--- src/rtl/bus_controller.sv ---
// -----------------------------------------------------------------------------
// bus_controller
//
// Chip-select decode and bus-cycle sequencing for a 68k-style CPU bus.
// The CPU address strobe is synchronised into the CLK domain. Each bus cycle
// is decoded to DRAM, ROM, IO or an unmapped region:
//   - DRAM forwards the DRAM controller's acknowledges, delayed by one CLK.
//   - ROM (16-bit port) is acknowledged on DSACK1_n after ROM_WAIT clocks.
//   - IO (8-bit port) is acknowledged on DSACK0_n after IO_WAIT clocks.
//   - An unmapped cycle asserts no chip select and no acknowledge.
// After reset a boot overlay maps reads of the low 256 MB to ROM. The overlay
// clears once BOOT_CYCLES bus cycles have completed, and only reset sets it
// again.
//
// Optional feature (macro BERR_TIMEOUT_EN): a 10-bit watchdog counts clocks
// while the strobe is asserted and neither acknowledge is driven. When it
// reaches BERR_TIMEOUT, BERR_n is asserted and held until the cycle ends.
// Without the macro, BERR_n is constant 1 and an unmapped cycle waits for
// the strobe to negate, however long that takes.
//
// Parameters:
//   ROM_WAIT      CLK cycles from ROM chip select to ROM DSACK
//   IO_WAIT       CLK cycles from IO chip select to IO DSACK
//   BERR_TIMEOUT  CLK cycles of unacknowledged AS before bus error
//   BOOT_CYCLES   completed bus cycles before the boot overlay clears
//
// Ports:
//   CLK            in   system clock (50 MHz)
//   RST_n          in   synchronous active-low reset
//   AS_n           in   CPU address strobe (asynchronous to CLK)
//   RW             in   CPU read/write, 1 = read
//   FC[2:0]        in   CPU function code
//   ADDR[11:0]     in   CPU address bits [31:20]
//   DSACK0_DRAM_n  in   DRAM controller acknowledge, byte lane 0
//   DSACK1_DRAM_n  in   DRAM controller acknowledge, byte lane 1
//   CS_DRAM_n      out  registered DRAM chip select
//   CS_ROM_n       out  registered ROM chip select
//   CS_IO_n        out  registered IO chip select
//   DSACK0_n       out  registered acknowledge to the CPU, lane 0
//   DSACK1_n       out  registered acknowledge to the CPU, lane 1
//   BERR_n         out  registered bus error to the CPU
// -----------------------------------------------------------------------------
module bus_controller #(
    parameter int ROM_WAIT     = 3,
    parameter int IO_WAIT      = 6,
    parameter int BERR_TIMEOUT = 1023,
    parameter int BOOT_CYCLES  = 4
) (
    input  logic        CLK,
    input  logic        RST_n,
    input  logic        AS_n,
    input  logic        RW,
    input  logic [2:0]  FC,
    input  logic [11:0] ADDR,
    input  logic        DSACK0_DRAM_n,
    input  logic        DSACK1_DRAM_n,
    output logic        CS_DRAM_n,
    output logic        CS_ROM_n,
    output logic        CS_IO_n,
    output logic        DSACK0_n,
    output logic        DSACK1_n,
    output logic        BERR_n
);

    // FSM state encoding
    localparam logic [2:0] ST_IDLE   = 3'd0;
    localparam logic [2:0] ST_DECODE = 3'd1;
    localparam logic [2:0] ST_DRAM   = 3'd2;
    localparam logic [2:0] ST_WAIT   = 3'd3;
    localparam logic [2:0] ST_ACK    = 3'd4;
    localparam logic [2:0] ST_NOMAP  = 3'd5;
    localparam logic [2:0] ST_END    = 3'd6;

    // Decoded regions
    localparam logic [1:0] REG_NONE = 2'd0;
    localparam logic [1:0] REG_DRAM = 2'd1;
    localparam logic [1:0] REG_ROM  = 2'd2;
    localparam logic [1:0] REG_IO   = 2'd3;

    localparam int         WAIT_W      = 8;
    localparam logic [WAIT_W-1:0] ROM_WAIT_LD = WAIT_W'(ROM_WAIT);
    localparam logic [WAIT_W-1:0] IO_WAIT_LD  = WAIT_W'(IO_WAIT);

    // Address decode. CPU space never selects a device; the overlay only
    // redirects reads of the DRAM window, so boot-time writes still land in
    // DRAM.
    function automatic logic [1:0] decode_region(
        input logic [2:0]  fc,
        input logic [11:0] addr,
        input logic        rw,
        input logic        ovl
    );
        logic [1:0] region_v;
        if (fc == 3'b111) begin
            region_v = REG_NONE;
        end else if (addr[11:8] == 4'h0) begin
            region_v = (ovl && rw) ? REG_ROM : REG_DRAM;
        end else if (addr == 12'hFFF) begin
            region_v = REG_ROM;
        end else if (addr == 12'hFFE) begin
            region_v = REG_IO;
        end else begin
            region_v = REG_NONE;
        end
        return region_v;
    endfunction

    logic              as_meta_r;
    logic              as_sync_r;
    logic              as_s;

    logic [2:0]        state_r,   state_nx;
    logic [1:0]        region_r,  region_nx;
    logic [WAIT_W-1:0] wait_r,    wait_nx;
    logic [2:0]        boot_r,    boot_nx;
    logic              overlay_r, overlay_nx;

    logic              cs_dram_r, cs_dram_nx;
    logic              cs_rom_r,  cs_rom_nx;
    logic              cs_io_r,   cs_io_nx;
    logic              dsack0_r,  dsack0_nx;
    logic              dsack1_r,  dsack1_nx;
    logic              berr_r,    berr_nx;

    logic              release_s;
    logic [1:0]        dec_region_s;

`ifdef BERR_TIMEOUT_EN
    localparam logic [9:0] WD_LIMIT = 10'(BERR_TIMEOUT);
    logic [9:0]        wdog_r, wdog_nx;
`endif

    assign as_s = as_sync_r;

    // Two-flop synchroniser for the CPU address strobe (idles high)
    always_ff @(posedge CLK) begin
        if (!RST_n) begin
            as_meta_r <= 1'b1;
            as_sync_r <= 1'b1;
        end else begin
            as_meta_r <= AS_n;
            as_sync_r <= as_meta_r;
        end
    end

    assign dec_region_s = decode_region(FC, ADDR, RW, overlay_r);

    // Next-state, counters and next registered output values
    always_comb begin
        state_nx   = state_r;
        region_nx  = region_r;
        wait_nx    = wait_r;
        boot_nx    = boot_r;
        overlay_nx = overlay_r;
        cs_dram_nx = cs_dram_r;
        cs_rom_nx  = cs_rom_r;
        cs_io_nx   = cs_io_r;
        dsack0_nx  = dsack0_r;
        dsack1_nx  = dsack1_r;
        release_s  = 1'b0;

        case (state_r)
            ST_IDLE: begin
                release_s = 1'b1;
                if (!as_s) begin
                    state_nx = ST_DECODE;
                end else begin
                    state_nx = ST_IDLE;
                end
            end

            ST_DECODE: begin
                if (as_s) begin
                    // Strobe withdrawn before any device was selected
                    state_nx  = ST_END;
                    release_s = 1'b1;
                end else begin
                    region_nx = dec_region_s;
                    case (dec_region_s)
                        REG_DRAM: begin
                            cs_dram_nx = 1'b0;
                            state_nx   = ST_DRAM;
                        end
                        REG_ROM: begin
                            cs_rom_nx = 1'b0;
                            wait_nx   = ROM_WAIT_LD;
                            state_nx  = ST_WAIT;
                        end
                        REG_IO: begin
                            cs_io_nx = 1'b0;
                            wait_nx  = IO_WAIT_LD;
                            state_nx = ST_WAIT;
                        end
                        default: begin
                            state_nx = ST_NOMAP;
                        end
                    endcase
                end
            end

            ST_DRAM: begin
                if (as_s) begin
                    state_nx  = ST_END;
                    release_s = 1'b1;
                end else begin
                    // Registering here gives the one-CLK forwarding delay
                    dsack0_nx = DSACK0_DRAM_n;
                    dsack1_nx = DSACK1_DRAM_n;
                end
            end

            ST_WAIT: begin
                if (as_s) begin
                    state_nx  = ST_END;
                    release_s = 1'b1;
                end else if (wait_r <= 8'd1) begin
                    // Counter reaches 0 on the same edge the acknowledge is
                    // registered, so DSACK lands exactly *_WAIT clocks after CS.
                    wait_nx  = 8'd0;
                    state_nx = ST_ACK;
                    if (region_r == REG_ROM) begin
                        dsack1_nx = 1'b0;
                    end else begin
                        dsack0_nx = 1'b0;
                    end
                end else begin
                    wait_nx = wait_r - 8'd1;
                end
            end

            ST_ACK, ST_NOMAP: begin
                if (as_s) begin
                    state_nx  = ST_END;
                    release_s = 1'b1;
                end else begin
                    state_nx = state_r;
                end
            end

            ST_END: begin
                release_s = 1'b1;
                state_nx  = ST_IDLE;
                boot_nx   = (boot_r == 3'd7) ? boot_r : boot_r + 3'd1;
                if (int'(boot_nx) >= BOOT_CYCLES) begin
                    overlay_nx = 1'b0;
                end else begin
                    overlay_nx = overlay_r;
                end
            end

            default: begin
                state_nx  = ST_IDLE;
                release_s = 1'b1;
            end
        endcase

        if (release_s) begin
            cs_dram_nx = 1'b1;
            cs_rom_nx  = 1'b1;
            cs_io_nx   = 1'b1;
            dsack0_nx  = 1'b1;
            dsack1_nx  = 1'b1;
        end else begin
            cs_dram_nx = cs_dram_nx;
        end
    end

`ifdef BERR_TIMEOUT_EN
    // Bus-error watchdog: counts unacknowledged strobe clocks, saturating
    always_comb begin
        if (as_s || !dsack0_r || !dsack1_r) begin
            wdog_nx = 10'd0;
        end else if (wdog_r == 10'h3FF) begin
            wdog_nx = wdog_r;
        end else begin
            wdog_nx = wdog_r + 10'd1;
        end

        if (state_nx == ST_END) begin
            berr_nx = 1'b1;
        end else if (wdog_nx == WD_LIMIT) begin
            berr_nx = 1'b0;
        end else begin
            berr_nx = berr_r;
        end
    end

    // Watchdog counter register
    always_ff @(posedge CLK) begin
        if (!RST_n) begin
            wdog_r <= 10'd0;
        end else begin
            wdog_r <= wdog_nx;
        end
    end
`else
    // No watchdog in this build: bus error is never raised
    always_comb begin
        berr_nx = 1'b1;
    end
`endif

    // FSM, counters, overlay and registered outputs
    always_ff @(posedge CLK) begin
        if (!RST_n) begin
            state_r   <= ST_IDLE;
            region_r  <= REG_NONE;
            wait_r    <= 8'd0;
            boot_r    <= 3'd0;
            overlay_r <= 1'b1;
            cs_dram_r <= 1'b1;
            cs_rom_r  <= 1'b1;
            cs_io_r   <= 1'b1;
            dsack0_r  <= 1'b1;
            dsack1_r  <= 1'b1;
            berr_r    <= 1'b1;
        end else begin
            state_r   <= state_nx;
            region_r  <= region_nx;
            wait_r    <= wait_nx;
            boot_r    <= boot_nx;
            overlay_r <= overlay_nx;
            cs_dram_r <= cs_dram_nx;
            cs_rom_r  <= cs_rom_nx;
            cs_io_r   <= cs_io_nx;
            dsack0_r  <= dsack0_nx;
            dsack1_r  <= dsack1_nx;
            berr_r    <= berr_nx;
        end
    end

    assign CS_DRAM_n = cs_dram_r;
    assign CS_ROM_n  = cs_rom_r;
    assign CS_IO_n   = cs_io_r;
    assign DSACK0_n  = dsack0_r;
    assign DSACK1_n  = dsack1_r;
    assign BERR_n    = berr_r;

endmodule

--- config.mk ---
export PLATFORM = sky130hd
export DESIGN_NAME = bus_controller
export DESIGN_NICKNAME = d
export VERILOG_FILES = /design/src/rtl/bus_controller.sv
export SDC_FILE = /design/constraint.sdc
export NUM_CORES = 1
export LEC_CHECK = 0
export CAP_MARGIN = 20
export CELL_PAD_IN_SITES_DETAIL_PLACEMENT = 2
export CELL_PAD_IN_SITES_GLOBAL_PLACEMENT = 2
export CORE_ASPECT_RATIO = 0.7
export CORE_UTILIZATION = 30
export DETAILED_ROUTE_END_ITERATION = 10
export GPL_TIMING_DRIVEN = 0
export PLACE_DENSITY_LB_ADDON = 0.1
export SLEW_MARGIN = 20
export SYNTH_ARGS = -nofsm -noshare
export SYNTH_HDL_FRONTEND = slang
export SYNTH_SLANG_ARGS = --single-unit
export TNS_END_PERCENT = 10
--- constraint.sdc ---
create_clock -name CLK -period 2.1 [get_ports CLK]
set_input_delay 0.42 -clock CLK [delete_from_list [all_inputs] [get_ports CLK]]
set_output_delay 0.42 -clock CLK [all_outputs]
set_load 0.01 [all_outputs]
* Yosys cells after proc, flatten, opt, wreduce, memory -nomap -nowiden
Cells that the tools add are included. Widths: inputs -> output; s select.
Operators by class: muxes and demuxes 30, add/subtract/negate cells 2, bitwise gates (word level) 2, order comparisons 2, eq/ne operators 23, shift operators 0, reduce and logical (&&, ||, !) cells 18, multipliers 0, div/mod/pow operators 0
Operators with widths (number):
- $pmux 8 s2 | 2
- $eq 12x12->1 const B | 2
- $mux 8 | 3
- $eq 3x3->1 const B | 5
- $mux 3 | 5
- $ne 2x2->1 const B | 6
- $pmux 3 s4 | 1
- $mux 1 | 11
- $mux 2 | 5
- $reduce_and 5->1 | 2
- $reduce_and 3->1 | 3
- $le 8x1->1 const B | 1
- $sub 8x1->8 const B | 1
- $eq 2x2->1 const B | 3
- $eq 3x2->1 const B | 2
- $ne 3x3->1 const B | 2
- $pmux 3 s2 | 1
- $reduce_and 2->1 | 3
- $reduce_or 5->1 | 1
- $logic_not 4->1 | 1
- $pmux 1 s2 | 2
- $reduce_and 4->1 | 1
- $reduce_bool 2->1 | 2
- $reduce_or 2->1 | 2
- 9 further kinds | 10
Storage, ports and cells: bits in read-only memories 0, memories kept 0, memory bits (writable) 0, register bits after elaboration 24, bits in latches 0

* Longest topological paths before layout
Gate-level depths: netlist of run 1.
depth after elaboration 10, gate-level depth with buffers 7

* Least setup slack after synthesis of run 1
OpenSTA, ideal clock, no wires.
path type input port to flip-flop, start point input port ADDR[8], end point register wait_r[5], stages on the path 5, setup slack 154 ps, buffers on the path 0, arrival time 1875 ps, library setup time 71 ps, cells stage by stage or4_1 o21ai_1 o211ai_4 or4_1 a21oi_1
Between the ends: longest elaborated chain between the ends 8, elaborated cells between the ends (all ways) 11
RTL lines:
- from (decl) | RTL line 54 | input logic [11:0] ADDR,
- $eq 12x12->1 | RTL line 100 | end else if (addr == 12'hFFE) begin
- $mux 2 | RTL line 100
- $mux 2 | RTL line 98 | end else if (addr == 12'hFFF) begin
- $mux 2 (*) | RTL line 96 | end else if (addr[11:8] == 4'h0) begin
- $mux 2 (*) | RTL line 94 | if (fc == 3'b111) begin
- $eq 2x2->1 | RTL line 179 | case (dec_region_s)
- $ne 3x3->1 (no line) (*)
- $reduce_and 4->1 (no line) (*)
- to (signal assigned) | RTL line 320 | wait_r <= wait_nx;
- to (decl) | RTL line 114 | logic [WAIT_W-1:0] wait_r, wait_nx;
Mark *: on every way between the ends. The rest lies on a longest branch, timed or not. A chain may end at the register's enable or synchronous reset.

* Worst setup path after layout of run 1
start point register as_sync_r, in the netlist as_s, end point register wait_r[2]
Between the ends: longest elaborated chain between the ends 2, elaborated cells between the ends (all ways) 3
RTL lines:
- from (decl) | RTL line 109 | logic as_sync_r;
- from (signal assigned) | RTL line 142 | as_sync_r <= as_meta_r;
- $ne 2x2->1 (no line)
- $reduce_and 4->1 (no line) (*)
Marked as above.

==> impl_metrics.csv, run 1 <==
group,metric,value,unit
synth,avgSynthCellArea,8.38,um2
placement,numPortBuffers,25,
clock_network,tritoncts.num_buffers,3,
power_and_ir_drop,power.total,1040,uW
clock_network,clock_latency,0.27,ns
synth,ys_warn_count,0,
clock_network,cts.sinks,24,
drt,avgRoutedWirePerCell,18.6,um
synth,ys_types,47,
synth,synth_nets,189,
sta,setup_ws,-0.0595,ns
placement,dpl.hpwl,3610,um
finish,insertedDiodeCount,0,
finish,stdcell_area,1830,um2
power_and_ir_drop,intPower,793,uW
sta,timing.final.crit_period,2.16,ns
synth,synthMuxAreaShare,0.728,%
power_and_ir_drop,power.share.switching,23.7,%
die,core,4380,um2
sta,max_freq,0.463,GHz
critical_path,r2r-start,"as_s",
sta,holdWs,0.463,ns
critical_path,regToRegSetupSlack,-0.06,ns
sta,tightest_slew,0.685,ns
synth,syn_area,1380,um2
synth,synth-edff-count,0,
synth,yosys.area_share.simple,27.3,%
grt,antenna_found_initial,0,
synth,synth-adder-area-share,3.64,%
critical_path,critical_path.cell_chain,"clkbuf_1, or4b_4, o21ai_4, o21ai_1, nand4b_1, o211ai_1",
critical_path,cp_data_arrival_time,2.35,ns
drt,via_per_inst,5.48,
drt,dr.first_iter.drc_count,52,
critical_path,end_kind,"flop",
synth,ys_seq_elements,24,
critical_path,crit_fanout,10,
placement,place_area,1690,um2
critical_path,startpoint_type,"flop",
critical_path,reg2reg_depth,6,
synth,synthCells,164,
synth,ys_async_sr_fraction,0,%
power_and_ir_drop,p_sw,247,uW
die,initial_utilization,31.4,%
outcome,violations,"negative setup slack",
critical_path,r2r-end,"wait_r[2]",
power_and_ir_drop,peakVddDrop,0.212,mV
grt,overflow,0,
power_and_ir_drop,cellLeakagePower,0.000649,uW
die,rows,20,
drt,antenna_left,0,
power_and_ir_drop,p_per_area,568,nW/um2
sta,hold_viol_final,0,
sta,drv_slew,0,
clock_network,ctsRootBufferMaster,"clkbuf_8",
sta,finalSetupViolations,2,
run,max_cap_viol_count,0,
finish,drive_above_1_share,10.4,%
synth,ys_seq_area_share,34.9,%
critical_path,crit_slowest_cell,"or4b_4",
sta,rsz0062_at_grt,"yes",
clock_network,cts_htree_levels,1,
grt,grt_pass1_wl,7270,um
finish,final_nets,219,
sta,finClkSkew,0.00377,ns
outcome,status,"finished with violations",
sta,slew_headroom,53.9,%
critical_path,crit_path_max_incr_delay,0.61,ns
critical_path,startpoint,"as_s",
synth,synth_top_family_by_area,"simple AND/OR/NAND/NOR gates",
critical_path,critPathCapture,"wait_r[2]",
critical_path,path_class,"flop to flop",
sta,fin_crit_sh,103,%
grt,grt_pass1_vias,1433,
finish,syn_to_final_growth,33.1,%
finish,utilization,41.8,%
critical_path,required,2.29,ns
power_and_ir_drop,clkPwrFrac,40.0,%
drt,drc,0,
clock_network,cts_tree,"yes",
grt,grt_max_degree,15,
drt,routed_wl,4620,um
clock_network,clk_pin_slew,0.09,ns
clock_network,cts_buffer_depth,2,
placement,gp_congestion,0.828,
die,dieArea,4860,um2
die,io_pins,27,
grt,use_met2,34.2,%
drt,vias,1358,
grt,grt.total_usage,19.6,%
grt,use_met1,25.0,%
synth,synthFlopType,"dfxtp_1",
drt,first_pass_iters,4,
worst_hold_path,worstHoldPathType,"flop to flop",
die,die_w,82.9,um
synth,synth_compound_area_share,26.2,%
grt,busiest_layer,"met2",
finish,n_fill_cell,483,
power_and_ir_drop,p_comb_share,14.2,%
die,fp.dieH,58.6,um
grt,grtUsageMet3,3.65,%
synth,synthXorXnorAreaFrac,2.55,%
power_and_ir_drop,seq_power_share,45.8,%
-- synth_stat cells, types with 2 or more instances --
library cell	number	share of area, %
and3_1	4	1.8
a21boi_0	3	1.6
nand4b_1	2	1.3
xor2_1	2	1.3
a21o_1	3	1.6
nand2b_1	7	3.2
o21ai_0	10	3.6
inv_1	6	1.6
nor3_1	2	0.73
clkbuf_1	5	1.4
nor2_1	14	3.8
ha_1	4	3.6
nor4_1	2	0.91
nand3_1	5	1.8
nand3b_1	2	1.1
a221o_1	2	1.5
o211ai_1	4	2.2
o21ai_1	6	2.2
and4_1	2	1.3
nor2b_1	8	3.6
dfxtp_1	24	35
a21oi_1	7	2.5
xnor2_1	2	1.3
nand2_1	12	3.3
or4_1	2	1.1
o31ai_1	3	1.6
-- state kept, by name, summed over array words and instances, names as in the netlist --
name,flops
CS_DRAM_n,1
CS_IO_n,1
CS_ROM_n,1
DSACK0_n,1
DSACK1_n,1
as_meta_r,1
as_s,1
boot_r,3
overlay_r,1
region_r,2
state_r,3
wait_r,8
-- cell families (layout without fill, tap and decap cells) --
| logic type | after synthesis | count (layout) |
|---|---|---|
| xor+xnor | 4 | 4 |
| fa+ha+maj | 4 | 4 |
| compound gates | 50 | 50 |
| flops | 24 | 24 |
| buf+inv | 13 | 42 |
| other cells | 1 | 1 |
| mux | 1 | 1 |
| simple gates | 67 | 67 |
-- through the flow --
| stage | worst slack (ns) | setup TNS, ns | std cells |
|---|---|---|---|
| 2_1_floorplan | 0.154 | 0 | 164 |
| 3_3_place_gp | -0.434 | -3.98 | 244 |
| 3_5_place_dp | -0.518 | -5.12 | 244 |
| 4_1_cts | -0.0499 | -0.105 | 248 |
| 5_1_grt | -0.0986 | -0.455 | 248 |
| 6_report | -0.0595 | -0.0796 | 248 |
-- layout make-up --
type / count / area, um2 / area share (%)
buffer: 7 / 38.8 / 2.12
timing repair buffer: 25 / 255 / 13.9
tap: 55 / 68.8 / 3.76
multi-input combinational: 127 / 893 / 48.8
clock inverter: 1 / 30.0 / 1.64
clock buffer: 3 / 41.3 / 2.26
inverter: 6 / 22.5 / 1.23
sequential: 24 / 480 / 26.2
-- metal layers --
layer  wire [um]  part of all wire [%]  up-vias
met4          64                   1.4        0
met1        2230                    48      674
li1            -                     -      656
met2        2210                    48       22
met3         111                   2.4        6
met5           0                     0        -
-- how the worst min path moves through the flow --
stage              start  endpoint  cells after the start
2_1_floorplan  as_meta_r      as_s                      1
3_3_place_gp   as_meta_r      as_s                      1
3_5_place_dp   as_meta_r      as_s                      1
4_1_cts         CS_ROM_n  CS_ROM_n                      1
5_1_grt        as_meta_r      as_s                      1
6_report        CS_ROM_n  CS_ROM_n                      1
-- power by group through the flow --
stage,Sequential (uW),Clock (uW),Combinational (uW)
finish,477,416,148
global route,478,449,162
CTS,477,436,145
detailed placement,487,0,142
global placement,486,0,137
floorplan,483,0,77.6
-- cells in the final DEF (no fill, tap or decap), types with 3 or more instances in the layout --
| master | netlist | layout |
|---|---|---|
| dfxtp_1 | 24 | 24 |
| clkdlybuf4s50_1 | 0 | 23 |
| nor2_1 | 14 | 14 |
| nand2_1 | 12 | 12 |
| o21ai_0 | 10 | 10 |
| nor2b_1 | 8 | 8 |
| nand2b_1 | 7 | 7 |
| inv_1 | 6 | 6 |
| a21oi_1 | 7 | 5 |
| nand3_1 | 5 | 5 |
| and3_1 | 4 | 4 |
| clkbuf_1 | 5 | 4 |
| o21ai_1 | 6 | 4 |
| o211ai_1 | 4 | 4 |
| ha_1 | 4 | 4 |
| a21o_1 | 3 | 3 |
| o31ai_1 | 3 | 3 |
| a21boi_0 | 3 | 3 |
| clkbuf_8 | 0 | 3 |
-- timing repair --
item,in CTS,in global routing
gates resized for setup,6,10
pin swaps,0,3
gates cloned,0,0
setup buffers,0,0
hold buffers,0,0
endpoints found under the setup margin,9,13
-- worst max-delay path: cells and delay by family, from the launching register on --
kind / cells / cell delay (ns)
buffers and inverters: 1 / 0.25
AO/OA/AOI/OAI: 3 / 0.57
flip-flops: 1 / 0.33
AND/OR/NAND/NOR: 2 / 0.93
(Power assumes the default switching activity.)
==> run 2: changes to the inputs <==
--- a/config.mk
+++ b/config.mk
@@ -12,6 +12,7 @@
 export CORE_UTILIZATION = 30
 export DETAILED_ROUTE_END_ITERATION = 10
 export GPL_TIMING_DRIVEN = 0
+export HOLD_SLACK_MARGIN = 0.08
 export PLACE_DENSITY_LB_ADDON = 0.1
 export SLEW_MARGIN = 20
 export SYNTH_ARGS = -nofsm -noshare
==> results of run 2 <==
Final layout, timing and power as in run 1 (identical DEF).
